[src/rtl/fpnew_result_collector.sv]
// Round-robin collector of opgroup result channels into a small output FIFO,
// with sticky accumulated fflags and an FPU-level busy indication.
module fpnew_result_collector #(
  parameter int unsigned NumIn    = 4,
  parameter int unsigned Width    = 64,
  parameter int unsigned TagWidth = 8,
  parameter int unsigned Depth    = 2
) (
  input  logic                       clk_i,
  input  logic                       rst_ni,
  input  logic                       flush_i,
  input  logic [NumIn-1:0]           in_valid_i,
  output logic [NumIn-1:0]           in_ready_o,
  input  logic [NumIn*Width-1:0]     in_result_i,
  input  logic [NumIn*5-1:0]         in_status_i,
  input  logic [NumIn-1:0]           in_ext_bit_i,
  input  logic [NumIn*TagWidth-1:0]  in_tag_i,
  output logic                       out_valid_o,
  input  logic                       out_ready_i,
  output logic [Width-1:0]           out_result_o,
  output logic [4:0]                 out_status_o,
  output logic                       out_ext_bit_o,
  output logic [TagWidth-1:0]        out_tag_o,
  output logic [4:0]                 fflags_o,
  input  logic                       fflags_clr_i,
  output logic [$clog2(Depth+1)-1:0] count_o,
  output logic                       busy_o
);

  localparam int unsigned IdxW = (NumIn > 1) ? $clog2(NumIn) : 1;
  localparam int unsigned PtrW = (Depth > 1) ? $clog2(Depth) : 1;
  localparam int unsigned CntW = $clog2(Depth + 1);

  typedef struct packed {
    logic [Width-1:0]    result;
    logic [4:0]          status;
    logic                ext_bit;
    logic [TagWidth-1:0] tag;
  } entry_t;

  entry_t          mem_q [Depth];
  entry_t          head;
  entry_t          in_entry;
  logic [PtrW-1:0] rd_ptr_q, rd_ptr_d, wr_ptr_q, wr_ptr_d;
  logic [CntW-1:0] count_q, count_d;
  logic [IdxW-1:0] rr_ptr_q, rr_ptr_d;
  logic [4:0]      fflags_q, fflags_d;
  logic [IdxW-1:0] grant_idx, cand_idx;
  logic            grant_valid;
  logic            pop, pop_eff, space, push;
  int unsigned     cand;

  assign head        = mem_q[rd_ptr_q];
  assign out_valid_o = (count_q != '0);
  assign pop         = out_valid_o & out_ready_i;
  assign pop_eff     = pop & ~flush_i;
  assign space       = (count_q < CntW'(Depth)) | pop;
  assign push        = grant_valid & space & ~flush_i & rst_ni;

  // Rotating-priority search starting at the round-robin pointer.
  always_comb begin
    grant_valid = 1'b0;
    grant_idx   = '0;
    cand        = 0;
    cand_idx    = '0;
    for (int unsigned k = 0; k < NumIn; k++) begin
      cand     = (32'(rr_ptr_q) + k) % NumIn;
      cand_idx = IdxW'(cand);
      if (!grant_valid && in_valid_i[cand_idx]) begin
        grant_valid = 1'b1;
        grant_idx   = cand_idx;
      end
    end
  end

  assign in_ready_o = push ? (NumIn'(1) << grant_idx) : '0;

  always_comb begin
    in_entry.result  = in_result_i[grant_idx*Width +: Width];
    in_entry.status  = in_status_i[grant_idx*5 +: 5];
    in_entry.ext_bit = in_ext_bit_i[grant_idx];
    in_entry.tag     = in_tag_i[grant_idx*TagWidth +: TagWidth];
  end

  always_comb begin
    rd_ptr_d = rd_ptr_q;
    wr_ptr_d = wr_ptr_q;
    count_d  = count_q;
    rr_ptr_d = rr_ptr_q;
    fflags_d = fflags_q;
    if (push) begin
      wr_ptr_d = (wr_ptr_q == PtrW'(Depth - 1)) ? '0 : wr_ptr_q + PtrW'(1);
      rr_ptr_d = (grant_idx == IdxW'(NumIn - 1)) ? '0 : grant_idx + IdxW'(1);
    end
    if (pop_eff) begin
      rd_ptr_d = (rd_ptr_q == PtrW'(Depth - 1)) ? '0 : rd_ptr_q + PtrW'(1);
      fflags_d = fflags_q | head.status;
    end
    if (push && !pop_eff) count_d = count_q + CntW'(1);
    if (!push && pop_eff) count_d = count_q - CntW'(1);
    // A clear coinciding with a pop keeps the retiring result's flags.
    if (fflags_clr_i) fflags_d = pop_eff ? head.status : 5'b0;
    if (flush_i) begin
      rd_ptr_d = '0;
      wr_ptr_d = '0;
      count_d  = '0;
      rr_ptr_d = '0;
    end
  end

  always_ff @(posedge clk_i or negedge rst_ni) begin
    if (!rst_ni) begin
      rd_ptr_q <= '0;
      wr_ptr_q <= '0;
      count_q  <= '0;
      rr_ptr_q <= '0;
      fflags_q <= '0;
    end else begin
      rd_ptr_q <= rd_ptr_d;
      wr_ptr_q <= wr_ptr_d;
      count_q  <= count_d;
      rr_ptr_q <= rr_ptr_d;
      fflags_q <= fflags_d;
    end
  end

  // Payload storage needs no reset: it is only visible while out_valid_o is set.
  always_ff @(posedge clk_i) begin
    if (push) mem_q[wr_ptr_q] <= in_entry;
  end

  assign out_result_o  = out_valid_o ? head.result  : '0;
  assign out_status_o  = out_valid_o ? head.status  : '0;
  assign out_ext_bit_o = out_valid_o ? head.ext_bit : 1'b0;
  assign out_tag_o     = out_valid_o ? head.tag     : '0;
  assign fflags_o      = fflags_q;
  assign count_o       = count_q;
  assign busy_o        = (|in_valid_i) | out_valid_o;

`ifndef SYNTHESIS
  a_ready_onehot0: assert property (@(posedge clk_i) disable iff (!rst_ni)
    $onehot0(in_ready_o));
  a_no_overflow: assert property (@(posedge clk_i) disable iff (!rst_ni)
    (push && count_q == CntW'(Depth)) |-> pop);
  a_head_stable: assert property (@(posedge clk_i) disable iff (!rst_ni)
    (out_valid_o && !out_ready_i && !flush_i) |=>
      (out_valid_o && $stable(out_result_o) && $stable(out_status_o) &&
       $stable(out_ext_bit_o) && $stable(out_tag_o)));
`endif

endmodule

[config.mk]
export PLATFORM = sky130hd
export DESIGN_NAME = fpnew_result_collector
export DESIGN_NICKNAME = d
export VERILOG_FILES = /design/src/rtl/fpnew_result_collector.sv
export SDC_FILE = /design/constraint.sdc
export NUM_CORES = 1
export LEC_CHECK = 0
export ABC_AREA = 1
export BUFFER_PORTS_ARGS = -buffer_cell sky130_fd_sc_hd__clkbuf_2
export CELL_PAD_IN_SITES_DETAIL_PLACEMENT = 2
export CELL_PAD_IN_SITES_GLOBAL_PLACEMENT = 2
export CORE_ASPECT_RATIO = 0.8
export CORE_MARGIN = 3
export CORE_UTILIZATION = 24
export DETAILED_ROUTE_END_ITERATION = 10
export GPL_ROUTABILITY_DRIVEN = 0
export PLACE_DENSITY_LB_ADDON = 0.1
export SYNTH_ARGS = -nofsm -noshare
export SYNTH_HDL_FRONTEND = slang
export SYNTH_SLANG_ARGS = --single-unit
[constraint.sdc]
create_clock -name clk_i -period 4.75 [get_ports clk_i]
set_clock_uncertainty 0.2 [all_clocks]
set_input_delay 0.475 -clock clk_i [delete_from_list [all_inputs] [get_ports clk_i]]
set_output_delay 0.475 -clock clk_i [all_outputs]
set_load 0.005 [all_outputs]
## After elaboration in Yosys (flattened, before gate mapping)

Memory sizes are Yosys's and may differ from the RTL's.
Index checks and enable logic that the tools add are counted.
W data, S select, Z words.

- Add/subtract/negate cells: 8
- $mul: 1
- $lt $le $gt $ge: 6
- Equality and inequality tests: 1
- Shift operators: 4
- Multiplexer cells: 40
- Bitwise logic cells: 9
- Reduce and logical (&&, ||, !) cells: 16

Operator list:

| operator | number |
|---|---|
| $shiftx A256 B9 Y64 | 1 |
| $mux W64 | 1 |
| $shiftx A32 B6 Y8 | 1 |
| $mux W2 | 10 |
| $mux W5 | 4 |
| $shiftx A20 B6 Y5 | 1 |
| $mux W1 | 18 |
| $lt A2 B3 Y1 const B | 5 |
| $bmux W1 S2 | 5 |
| $mux W8 | 1 |
| $reduce_bool A2 Y1 | 4 |
| $add A2 B1 Y2 const B | 3 |
| $and A1 B1 Y1 | 5 |
| $logic_and A1 B1 Y1 | 5 |
| $logic_not A1 Y1 | 5 |
| $mul A2 B3 Y5 const B | 1 |
| $or A5 B5 Y5 | 1 |
| $add A2 B2 Y2 const B | 2 |
| $mux W4 | 1 |
| $reduce_or A4 Y1 | 1 |
| $shl A1 B2 Y4 const A | 1 |
| $reduce_bool A3 Y1 | 1 |
| $add A1 B1 Y1 const B | 2 |
| $eq A2 B2 Y1 const B | 1 |
| other kinds (4) | 5 |

- Register bits after elaboration: 11
- Bits in writable memories: 156
- Input bits: 321
- Output and inout bits: 91
- Logic and storage cells: 91
- Memories: 1

Memories:

| memory | words | width | read ports | clocked after memory_dff | wr ports | line | source |
|---|---|---|---|---|---|---|---|
| mem_q | 2 | 78 | 1 | 0 | 1 | 41 | `entry_t mem_q [Depth];` |

## Logic depth before layout (Yosys ltp)

Gate-level depths: netlist of run 1.

- Word-level depth: 19
- Depth in mapped cells: 16
- Depth with buffers taken out: 13

## Worst setup path before layout of run 1

No wires, ideal clock.

- Kind: input to register
- Start: input in_valid_i[3]
- End: memory mem_q[0][0] (netlist bit), enable pin
- Data arrival time: 4209 ps
- Slack: -175 ps
- Stages: 4
- Buffers on the path: 0
- Cell sequence: inv_1 nand4_1 nand2_1 nor2_1

- Longest elaborated chain between the ends: 17
- Elaborated cells between the ends (all ways): 23
- Classes of those cells: mux (14); bitwise (3); reduce/logical (6)

RTL lines:

| element | line | source |
|---|---|---|
| from (decl) | 12 | `input logic [NumIn-1:0] in_valid_i,` |
| $bmux W1 S2 | 69 | `if (!grant_valid && in_valid_i[cand_idx]) begin` |
| $mux W1 (not written as such) | 69 |  |
| $mux W1 | 69 |  |
| $logic_not A1 Y1 | 69 |  |
| $logic_and A1 B1 Y1 | 69 |  |
| $mux W1 | 69 |  |
| $logic_not A1 Y1 | 69 |  |
| $logic_and A1 B1 Y1 | 69 |  |
| $mux W1 | 69 |  |
| $logic_not A1 Y1 | 69 |  |
| $logic_and A1 B1 Y1 | 69 |  |
| $mux W1 * | 69 |  |
| $and A1 B1 Y1 * (3 in a row) | 58 | `assign push = grant_valid & space & ~flush_i & rst_ni;` |
| $mux W1 * | 129 | `if (push) mem_q[wr_ptr_q] <= in_entry;` |
| $mux W1 (not written as such) * | 129 |  |
| to (decl) | 41 |  |

Mark *: on every way between the ends. The rest lies on a longest branch, timed or not. The select of a mux whose other input is x is not followed.

## Worst setup path after layout of run 1

- Start: register rr_ptr_q[0]
- End: output in_ready_o[2]

- Longest elaborated chain between the ends: 16
- Elaborated cells between the ends (all ways): 30
- Classes of those cells: add/sub (3); shift (1); mux (17); bitwise (3); reduce/logical (6)

RTL lines:

| element | line | source |
|---|---|---|
| from (decl) | 46 | `logic [IdxW-1:0] rr_ptr_q, rr_ptr_d;` |
| from (signal assigned) | 122 | `rr_ptr_q <= rr_ptr_d;` |
| branches (longest 15 deep; another with $add A2 B1 Y2) | n/a |  |
| $mux W4 * | 76 | `assign in_ready_o = push ? (NumIn'(1) << grant_idx) : '0;` |
| to (decl) | 13 | `output logic [NumIn-1:0] in_ready_o,` |

Mark *: on every way between the ends. The select of a mux whose other input is x is not followed.

==> key figures, run 1 <==
Worst setup path
  – Max stage delay on crit path: 0.62 ns
  – Slowest-stage cell, CP: dfrtp_1
  – Worst EP arrival: 3.39 ns
  – Crit path top cell by count: nand2_1
  – Critical Path RT: 4.07 ns
  – Setup crit start kind: flop
  – Crit path kind: flop to output pin
  – Cell Chain, Critical Path: inv_4 > nand2_1 > nand2_2 > nand2_1 > nand2_1 > nor2_2 > nand4_1 > nand2_4 > clkinv_2 > ha_1 > inv_1 > nor2_1 > clkbuf_2
  – CP Capture Type: output pin
  – Max Fanout on Critical Path: 29

Yosys
  – Yosys reg bits: 167
  – Top-area cell type share of the netlist area: 44.8%
  – Compound-cell area share of the yosys netlist: 4.36%
  – Post-Synth Adder-Cell Area: 0.479%
  – Sequential share of the synthesized area: 47.5%
  – YS warnings: 0
  – XOR/XNOR Fraction of Synth Area: 0%
  – Top post-synthesis cells by area: edfxtp_1 45%, nand2_1 21%, nand4_1 9.5%, inv_1 6.4%, nand3_1 4.2%
  – Post-synth cell types: 24
  – Syn_nets: 1728
  – Simple-gate share of the synthesized area: 35.4%
  – Main combinational cell family by area after synthesis: simple AND/OR/NAND/NOR gates
  – Syn avg cell area: 7.45 um^2
  – Cell taking the most area after synthesis: edfxtp_1
  – Post-Synthesis Cells: 1403
  – Post-synthesis mux area share: 0.479%
  – Cell Area, Synth: 10400 um^2

Floorplanning
  – Starting Density: 24.6%
  – Die height: 193 um
  – Die ar.: 46100 um^2
  – Io pins: 412
  – Row count: 67
  – Core Area: 42400 um^2
  – Die W: 239 um

STA
  – Final WS setup: 0.686 ns
  – Post-layout min period: 4.06 ns
  – Peak Freq: 0.246 GHz
  – Final setup viols: 0
  – Worst slew margin: 25.7%
  – Period utilisation layout: 85.6%
  – Worst Tran Pin Value: 1.11 ns
  – RSZ-0062 raised after global routing: no
  – Slew Viols, Final: 0
  – Fin. Hold Viols: 0
  – Setup_tns: 0 ns

CTS
  – Hold bufs inserted after CTS: 1
  – CTS tree: done
  – Num CTS Buffers: 17
  – Latest clock arrival within the worst-skew pair: 0.44 ns
  – Post-CTS Setup Inserts: 0
  – Clock root buffer: clkbuf_16
  – TritonCTS Sinks: 167
  – H-tree Lvls: 4
  – Post-CTS sizing: 0
  – Bufs on Longest Clock Path: 2
  – Clk slew on worst S/H paths: 0.07 ns

Cells and area
  – Antenna diode count: 0
  – Final core utilization: 31.8%
  – Layout cells sized above 1: 27.0%
  – Nets: 2066
  – Area Overhead vs Synth: 29.2%

GRT
  – Largest net degree at the start of global routing: 157
  – Met2 usage: 33.5%
  – Number of global-route vias before repair: 11871
  – First-pass GRT wire length: 70800 um
  – Grt ovf: 0
  – GR Layer Usage met3: 4.60%
  – Initial antenna violation count: 5
  – Total track usage: 20.0%
  – Gr busiest metal: met2
  – Met1 Track Usage GR: 26.7%

Job
  – MaxCap Viol Count: 0

Detailed routing
  – Residual DRC count: 0
  – Vias per cell: 4.80
  – Final wirelength: 46700 um
  – Initial DRC Count: 580
  – Vias: 11053
  – ANT nets after route: 0
  – First-pass iteration count of the detailed router: 5
  – Drt wl/cell: 20.3 um

Pwr
  – Leak pwr: 0.00694 uW
  – VDD IR max: 0.421 mV
  – PD cells: 693 nW/um^2

Min path
  – Hold Crit Class: input port to flop

Place
  – Port bufs: 411
  – Hpwl dp: 32700 um
  – Dpl ws: 1.04 ns

Run status
  – Outcome: finished clean
==> through the flow <==
step           total power [uW]  cells  instance area, um^2  hold slack (ns)
2_1_floorplan              6230   1403                10500          -0.0206
3_5_place_dp               8260   2273                12900            0.219
6_report                   9370   2305                13500            0.122
3_3_place_gp               8110   2273                12900            0.213
4_1_cts                    9630   2305                13500           0.0951
5_1_grt                   10300   2305                13500            0.116
==> state kept, by name, summed over array words and instances (netlist names) <==
signal,flops
count_o,2
rr_ptr_q,2
fflags_o,5
rd_ptr_q,1
mem_q,156
wr_ptr_q,1
==> critical path, delay by kind of cell (launching register included) <==
family,cells,cell delay (ns)
adders and majority gates,1,0.41
buffers and inverters,4,0.88
and+or+nand+nor,8,1.01
DFF,1,0.62
==> cell families (layout without fill, tap and decap cells) <==
family                     after synthesis  in the layout
AOI/OAI and AO/OA                       89             89
adders and majority gates                4              4
buffers and inverters                  293            643
DFF                                    167            167
muxes                                    5              5
and+or+nand+nor                        845            845
==> synthesized netlist by cell type, drive strengths merged <==
| library cell | instances |
|---|---|
| a21oi | 74 |
| buf | 67 |
| clkbuf | 43 |
| dfrtp | 11 |
| edfxtp | 156 |
| ha | 4 |
| inv | 183 |
| mux2i | 5 |
| nand2 | 582 |
| nand3 | 89 |
| nand4 | 158 |
| nor2 | 15 |
| o21ai | 8 |
| o21bai | 1 |
| o22ai | 6 |
| or2 | 1 |
==> report_power, final <==
part	total [uW]	internal [uW]	switching (uW)
clock network	1350	722	623
logic	5440	1570	3870
registers	2580	2470	114
==> final cells by class <==
cell class / instances / area [um^2]
clock buffer: 17 / 425
inverter: 183 / 692
multi-input combinational: 943 / 4310
sequential: 167 / 4960
timing repair buffer: 429 / 2290
clock inverter: 14 / 125
tap: 552 / 691
fill: 5027 / 28900
==> layout by cell type (no fill, tap or decap), drive strengths merged, types with 8 or more instances in the layout <==
| cell | n |
|---|---|
| a21oi | 74 |
| dfrtp | 11 |
| clkbuf | 428 |
| nand3 | 89 |
| nand2 | 582 |
| buf | 17 |
| nand4 | 158 |
| inv | 185 |
| edfxtp | 156 |
| o21ai | 8 |
| clkinv | 9 |
| nor2 | 15 |
==> worst paths after layout <==
| kind | from | to | slack (ns) | cells after the start |
|---|---|---|---|---|
| min | fflags_clr_i | fflags_o[2]$_DFFE_PN0P_ | 0.12 | 2 |
| min reg2reg | fflags_o[0]$_DFFE_PN0P_ | fflags_o[0]$_DFFE_PN0P_ | 0.34 | 2 |
| min in group asynchronous | rst_ni | fflags_o[1]$_DFFE_PN0P_ | 0.29 | 2 |
| max reg2reg | rr_ptr_q[0]$_DFFE_PN0P_ | mem_q[0][73]$_DFFE_PP_ | 1.12 | 11 |
| max | rr_ptr_q[0]$_DFFE_PN0P_ | in_ready_o[2] | 0.69 | 13 |
| max in group asynchronous | rst_ni | rd_ptr_q$_DFFE_PN0P_ | 3.72 | 2 |
==> layer usage <==
layer / wire [um] / part of all wire (%) / vias up
li1: - / - / 5282
met1: 21600 / 46 / 5479
met2: 22100 / 47 / 245
met3: 2320 / 5.0 / 37
met4: 571 / 1.2 / 10
met5: 56 / 0.12 / -
Power figures use the tool's default switching activity.
==> inputs of run 2 (changes only) <==
--- a/config.mk
+++ b/config.mk
@@ -6,6 +6,7 @@
 export NUM_CORES = 1
 export LEC_CHECK = 0
 export ABC_AREA = 1
+export ABC_CLOCK_PERIOD_IN_PS = 4750
 export BUFFER_PORTS_ARGS = -buffer_cell sky130_fd_sc_hd__clkbuf_2
 export CELL_PAD_IN_SITES_DETAIL_PLACEMENT = 2
 export CELL_PAD_IN_SITES_GLOBAL_PLACEMENT = 2
==> constraint.sdc (replaced) <==
create_clock -name clk_i -period 4.75 [get_ports clk_i]
set_clock_uncertainty 0.2 [all_clocks]
set_input_delay 0.95 -clock clk_i [delete_from_list [all_inputs] [get_ports clk_i]]
set_output_delay 0.95 -clock clk_i [all_outputs]
set_load 0.005 [all_outputs]
==> run 2 against run 1 <==
Against the previous run:
- core utilization hardly changed
- final area hardly changed
- critical path type unchanged
- cell count hardly changed
- largest cell class unchanged
- total power is 1.5% higher
==> key figures, run 2 (same netlist as run 1, synthesis figures left out) <==
GRT
  – Total track usage: 19.6%
  – Grt ovf: 0
  – Number of global-route vias before repair: 11712
  – First-pass GRT wire length: 69500 um
  – Initial antenna violation count: 7
  – Largest net degree at the start of global routing: 157

Detailed routing
  – Drt wl/cell: 19.8 um
  – Vias: 10894
  – ANT nets after route: 0
  – Final wirelength: 45800 um
  – First-pass iteration count of the detailed router: 6
  – Vias per cell: 4.72
  – Initial DRC Count: 438
  – Residual DRC count: 0

Cells and area
  – Commonest non-fill, non-tap cell in the layout: nand2_1
  – Biggest register: mem_q
  – Nets: 2066
  – Final core utilization: 31.8%
  – Area Overhead vs Synth: 29.1%
  – Final Non-Filler Cells: 2307
  – Most frequent cells in the layout: 579 x nand2_1, 411 x clkbuf_2, 178 x inv_1, 158 x nand4_1, 156 x edfxtp_1
  – Max reg flops: 156
  – Layout cells sized above 1: 26.9%

Worst setup path
  – Setup crit start kind: flop
  – Crit path top cell by count: nand2_1
  – Max stage delay on crit path: 0.62 ns
  – Length in cells of the worst reg-to-reg path: 13
  – WP depth: 13
  – Crit path kind: flop to output pin
  – Family with the most delay on the worst path: simple AND/OR/NAND/NOR gates
  – Cell Chain, Critical Path: inv_4 > nand2_1 > nand2_2 > nand2_1 > nand2_1 > nor2_2 > nand4_1 > nand2_4 > clkinv_2 > ha_1 > inv_1 > nor2_1 > clkbuf_2
  – Critical Path RT: 3.60 ns
  – Worst EP arrival: 2.81 ns
  – CP Capture Type: output pin
  – Slowest-stage cell, CP: dfrtp_1
  – WP buf/inv: 4
  – Max Fanout on Critical Path: 27

Pwr
  – VDD IR max: 0.730 mV
  – Sw power: 4660 uW
  – Part of the power in registers: 27.4%
  – Total power: 9510 uW
  – Comb pwr share: 57.8%
  – Leak pwr: 0.00693 uW
  – Clock Power Share: 14.8%
  – Sw Share: 49.0%
  – PD cells: 705 nW/um^2
  – Design internal power: 4850 uW

Floorplanning
  – Io pins: 412
  – Die W: 239 um
  – Die ar.: 46100 um^2
  – Die height: 193 um
  – Starting Density: 24.6%
  – Core Area: 42400 um^2
  – Row count: 67

Place
  – Hpwl dp: 31800 um
  – Port bufs: 411
  – Placed cell count: 2274

CTS
  – H-tree Lvls: 4
  – Clock root buffer: clkbuf_16
  – Post-CTS sizing: 0
  – TritonCTS Sinks: 167
  – Bufs on Longest Clock Path: 2
  – Clk slew on worst S/H paths: 0.07 ns
  – Post-CTS Setup Inserts: 0
  – Hold bufs inserted after CTS: 0
  – Num CTS Buffers: 17
  – CTS tree: done
  – Latest clock arrival within the worst-skew pair: 0.43 ns

STA
  – Worst slew margin: 28.9%
  – Fin. Hold Viols: 0
  – Setup_tns: 0 ns
  – Final setup viols: 0
  – Post-layout min period: 3.96 ns
  – Peak Freq: 0.253 GHz
  – Period utilisation layout: 83.4%
  – Worst Tran Pin Value: 1.07 ns
  – RSZ-0062 raised after global routing: no
  – Slew Viols, Final: 0

Min path
  – Hold Crit Class: input port to asynchronous set/reset pin

Job
  – MaxCap Viol Count: 0

Run status
  – Outcome: finished clean
## run 2: path summary, 6_finish.rpt
check | from | to | slack [ns]
max | rr_ptr_q[0]$_DFFE_PN0P_ | in_ready_o[2] | 0.79
max in group asynchronous | rst_ni | rd_ptr_q$_DFFE_PN0P_ | 3.89
min | rst_ni | fflags_o[2]$_DFFE_PN0P_ | 0.26
max reg2reg | rr_ptr_q[0]$_DFFE_PN0P_ | mem_q[0][52]$_DFFE_PP_ | 1.38
min reg2reg | fflags_o[2]$_DFFE_PN0P_ | fflags_o[2]$_DFFE_PN0P_ | 0.34
min in group clk_i | fflags_o[2]$_DFFE_PN0P_ | fflags_o[2]$_DFFE_PN0P_ | 0.34
## run 2: layout make-up
cell class | count | area (um^2)
antenna | 1 | 2.50
tap | 552 | 691
fill | 5078 | 28900
sequential | 167 | 4960
multi-input combinational | 943 | 4310
timing repair buffer | 429 | 2240
inverter | 183 | 692
clock inverter | 12 | 153
clock buffer | 20 | 437
## run 2: power by group through the flow
stage / combinational, uW / sequential [uW] / clock (uW)
3_5_place_dp: 5690 / 2640 / 0
6_report: 5490 / 2610 / 1410
5_1_grt: 6330 / 2650 / 1500
4_1_cts: 5700 / 2620 / 1440
3_3_place_gp: 5570 / 2630 / 0
2_1_floorplan: 3660 / 2570 / 0
## run 2: per-layer routing
layer,track usage [%],wire (um),vias up
li1,-,-,5282
met1,25.0,20300,5358
met2,34.0,22500,211
met3,5.07,2540,31
met4,2.88,372,12
met5,0,75,-
## run 2: per-stage QoR
step | setup WS [ns] | instance area, um^2 | hold WS, ns
6_report | 0.790 | 13500 | 0.256
5_1_grt | 0.456 | 13500 | 0.259
4_1_cts | 0.684 | 13500 | 0.245
3_5_place_dp | 0.817 | 12900 | 0.329
3_3_place_gp | 0.913 | 12900 | 0.317
2_1_floorplan | 0.653 | 10500 | 0.321
==> inputs of run 3 (changes only) <==
--- a/config.mk
+++ b/config.mk
@@ -5,14 +5,14 @@
 export SDC_FILE = /design/constraint.sdc
 export NUM_CORES = 1
 export LEC_CHECK = 0
-export ABC_AREA = 1
-export ABC_CLOCK_PERIOD_IN_PS = 4750
+export ABC_AREA = 0
+export ABC_CLOCK_PERIOD_IN_PS = 3670
 export BUFFER_PORTS_ARGS = -buffer_cell sky130_fd_sc_hd__clkbuf_2
 export CELL_PAD_IN_SITES_DETAIL_PLACEMENT = 2
 export CELL_PAD_IN_SITES_GLOBAL_PLACEMENT = 2
 export CORE_ASPECT_RATIO = 0.8
 export CORE_MARGIN = 3
-export CORE_UTILIZATION = 24
+export CORE_UTILIZATION = 30
 export DETAILED_ROUTE_END_ITERATION = 10
 export GPL_ROUTABILITY_DRIVEN = 0
 export PLACE_DENSITY_LB_ADDON = 0.1
==> constraint.sdc (replaced) <==
create_clock -name clk_i -period 3.67 [get_ports clk_i]
set_clock_uncertainty 0.2 [all_clocks]
set_input_delay 0.734 -clock clk_i [delete_from_list [all_inputs] [get_ports clk_i]]
set_output_delay 0.734 -clock clk_i [all_outputs]
set_load 0.005 [all_outputs]
==> run 3 against run 2 <==
Against the previous run:
- die area shrank 30%
- synthesized cell count shrank 52%
- total power shrank 43%
- synthesized area is 13% lower
- worst hold slack lost 0.19 ns
- wire length shrank 34%
- sequential power fell by 10%
- largest power group is now registers
==> key figures, run 3 <==
Run status
  – Outcome: finished clean

Pwr
  – Sw power: 1600 uW
  – Leak pwr: 0.00523 uW
  – Comb pwr share: 25.2%
  – PD cells: 445 nW/um^2
  – VDD IR max: 0.293 mV
  – Total power: 5410 uW
  – Sw Share: 29.5%
  – Clock Power Share: 31.3%
  – Design internal power: 3810 uW
  – Part of the power in registers: 43.5%

Place
  – Port bufs: 411
  – Placed cell areas: 11600 um^2
  – Dpl ws: 0.487 ns
  – Hpwl dp: 23300 um
  – Placed cell count: 1461

CTS
  – Clk slew on worst S/H paths: 0.07 ns
  – Post-CTS sizing: 0
  – Clock root buffer: clkbuf_16
  – Bufs on Longest Clock Path: 2
  – H-tree Lvls: 4
  – Hold bufs inserted after CTS: 0
  – CTS tree: done
  – Latest clock arrival within the worst-skew pair: 0.42 ns
  – TritonCTS Sinks: 167
  – Num CTS Buffers: 17
  – Post-CTS Setup Inserts: 0

Worst setup path
  – Crit path kind: flop to output pin
  – Critical Path RT: 2.74 ns
  – Reg2reg setup slack: 0.89 ns
  – Worst R2R End: mem_q[1][23]$_DFFE_PP_
  – Setup crit start kind: flop
  – Length in cells of the worst reg-to-reg path: 8
  – Worst EP arrival: 2.17 ns
  – CP Capture Type: output pin
  – Max Fanout on Critical Path: 5
  – FF-to-FF Start: rr_ptr_q[1]$_DFFE_PN0P_

Cells and area
  – Layout cells sized above 1: 43.3%
  – Area Overhead vs Synth: 34.3%
  – Final Non-Filler Cells: 1494
  – Max reg flops: 156
  – Commonest non-fill, non-tap cell in the layout: clkbuf_2
  – Most frequent cells in the layout: 411 x clkbuf_2, 312 x mux2i_1, 156 x edfxtp_1, 85 x nor2_1, 17 x clkbuf_16
  – Biggest register: mem_q
  – Nets: 1399
  – Final instance area: 12200 um^2

STA
  – Setup_tns: 0 ns
  – Post-layout min period: 3.11 ns
  – Final WS setup: 0.564 ns
  – Final setup viols: 0
  – RSZ-0062 raised after global routing: no
  – Period utilisation layout: 84.6%
  – Worst Tran Pin Value: 0.701 ns
  – Slew Viols, Final: 0
  – Worst slew margin: 53.3%
  – Peak Freq: 0.322 GHz
  – Fin. Hold Viols: 0

Yosys
  – Async set-or-reset flop fraction in the synthesized netlist: 6.59%
  – Syn avg cell area: 13.6 um^2
  – Most frequent cells after synthesis: 312 x mux2i_1, 156 x edfxtp_1, 87 x nor2_1, 14 x buf_6, 13 x buf_2
  – Number of synthesized flops with an enable pin: 156
  – Top post-synthesis cells by area: edfxtp_1 52%, mux2i_1 34%, nor2_1 3.6%, dfrtp_1 3.0%, buf_6 1.7%
  – Cell Area, Synth: 9060 um^2
  – Sequential share of the synthesized area: 54.8%
  – Top-area cell type share of the netlist area: 51.7%
  – Yosys reg bits: 167
  – YS warnings: 0
  – Synth Flop Type: edfxtp_1
  – Cell taking the most area after synthesis: edfxtp_1
  – Syn_nets: 992
  – Post-synth cell types: 30
  – Top-count cell post-synth: mux2i_1
  – Post-Synthesis Cells: 667

Floorplanning
  – Io pins: 412
  – Die ar.: 32300 um^2
  – Die W: 200 um
  – Row count: 56
  – Core Area: 29500 um^2
  – Starting Density: 30.7%
  – Die height: 161 um

Detailed routing
  – Final wirelength: 30300 um
  – Drt wl/cell: 20.3 um
  – Residual DRC count: 0
  – Vias per cell: 4.68
  – Vias: 6985
  – ANT nets after route: 0
  – Initial DRC Count: 249
  – First-pass iteration count of the detailed router: 4

GRT
  – First-pass GRT wire length: 46300 um
  – Number of global-route vias before repair: 7986
  – Initial antenna violation count: 4
  – Total track usage: 18.5%
  – Grt ovf: 0
  – Largest net degree at the start of global routing: 79

Job
  – MaxCap Viol Count: 0

Min path
  – Hold Crit Class: input port to asynchronous set/reset pin
run 3: changes by cell type after synthesis, sizes merged, moves of 2 or more:
cell / delta
a21oi: -71
and2: +6
buf: -33
clkbuf: -34
inv: -174
mux2i: +307
nand2: -574
nand2b: +3
nand3: -87
nand4: -158
nor2: +72
nor2b: +2
o21ai: -3
run 3: cell type report:
type	count	area, um^2
clock inverter	13	114
inverter	9	33.8
fill	3175	17300
multi-input combinational	448	3810
sequential	167	4960
tap	406	508
clock buffer	19	433
antenna	1	2.50
timing repair buffer	431	2290
run 3: cells by family after synthesis:
| family | synth area share, % |
|---|---|
| and+or+nand+nor | 5.07 |
| xor gates and xnor gates | 0.0967 |
| AOI/OAI and AO/OA | 1.55 |
| DFF | 54.8 |
| adders and majority gates | 0.553 |
| muxes | 34.5 |
| buffers and inverters | 3.49 |
run 3: power by group through the flow:
stage | registers, uW | clock network (uW) | logic (uW)
floorplan | 2360 | 0 | 874
global placement | 2390 | 0 | 1370
detailed placement | 2400 | 0 | 1400
CTS | 2350 | 1740 | 1410
global route | 2360 | 1840 | 1510
finish | 2350 | 1690 | 1370
run 3: critical path, stage by stage (launching register included):
cell and delay (ns):
dfrtp_1 0.43, nor2b_1 0.17, a22o_1 0.23, a211oi_4 0.40
inv_2 0.07, ha_1 0.20, and2_1 0.14, clkbuf_2 0.11
run 3: worst max path at each step:
stage	cells past startpoint	from	slack, ns	end
after global routing	7	rr_ptr_q[1]$_DFFE_PN0P_	0.43	in_ready_o[0]
final	7	rr_ptr_q[1]$_DFFE_PN0P_	0.56	in_ready_o[1]
after detailed placement	9	in_valid_i[0]	0.49	mem_q[1][23]$_DFFE_PP_
after floorplan	2	flush_i	-0.43	mem_q[0][0]$_DFFE_PP_
after CTS	7	rr_ptr_q[1]$_DFFE_PN0P_	0.55	in_ready_o[1]
after global placement	9	in_valid_i[0]	0.54	mem_q[0][21]$_DFFE_PP_
run 3: layer usage:
layer	global-route usage [%]	vias up	share of wire [%]
met5	0	-	0.12
met4	3.45	6	0.88
met3	7.31	24	7.5
met2	33.3	233	51
met1	21.2	3413	40
li1	-	3309	-
run 3: stage by stage:
step	hold WS, ns	utilization [%]
3_5_place_dp	0.334	39.4
2_1_floorplan	0.238	-
6_report	0.0683	41.2
4_1_cts	0.0574	41.2
5_1_grt	0.0599	41.2
3_3_place_gp	0.320	39.4
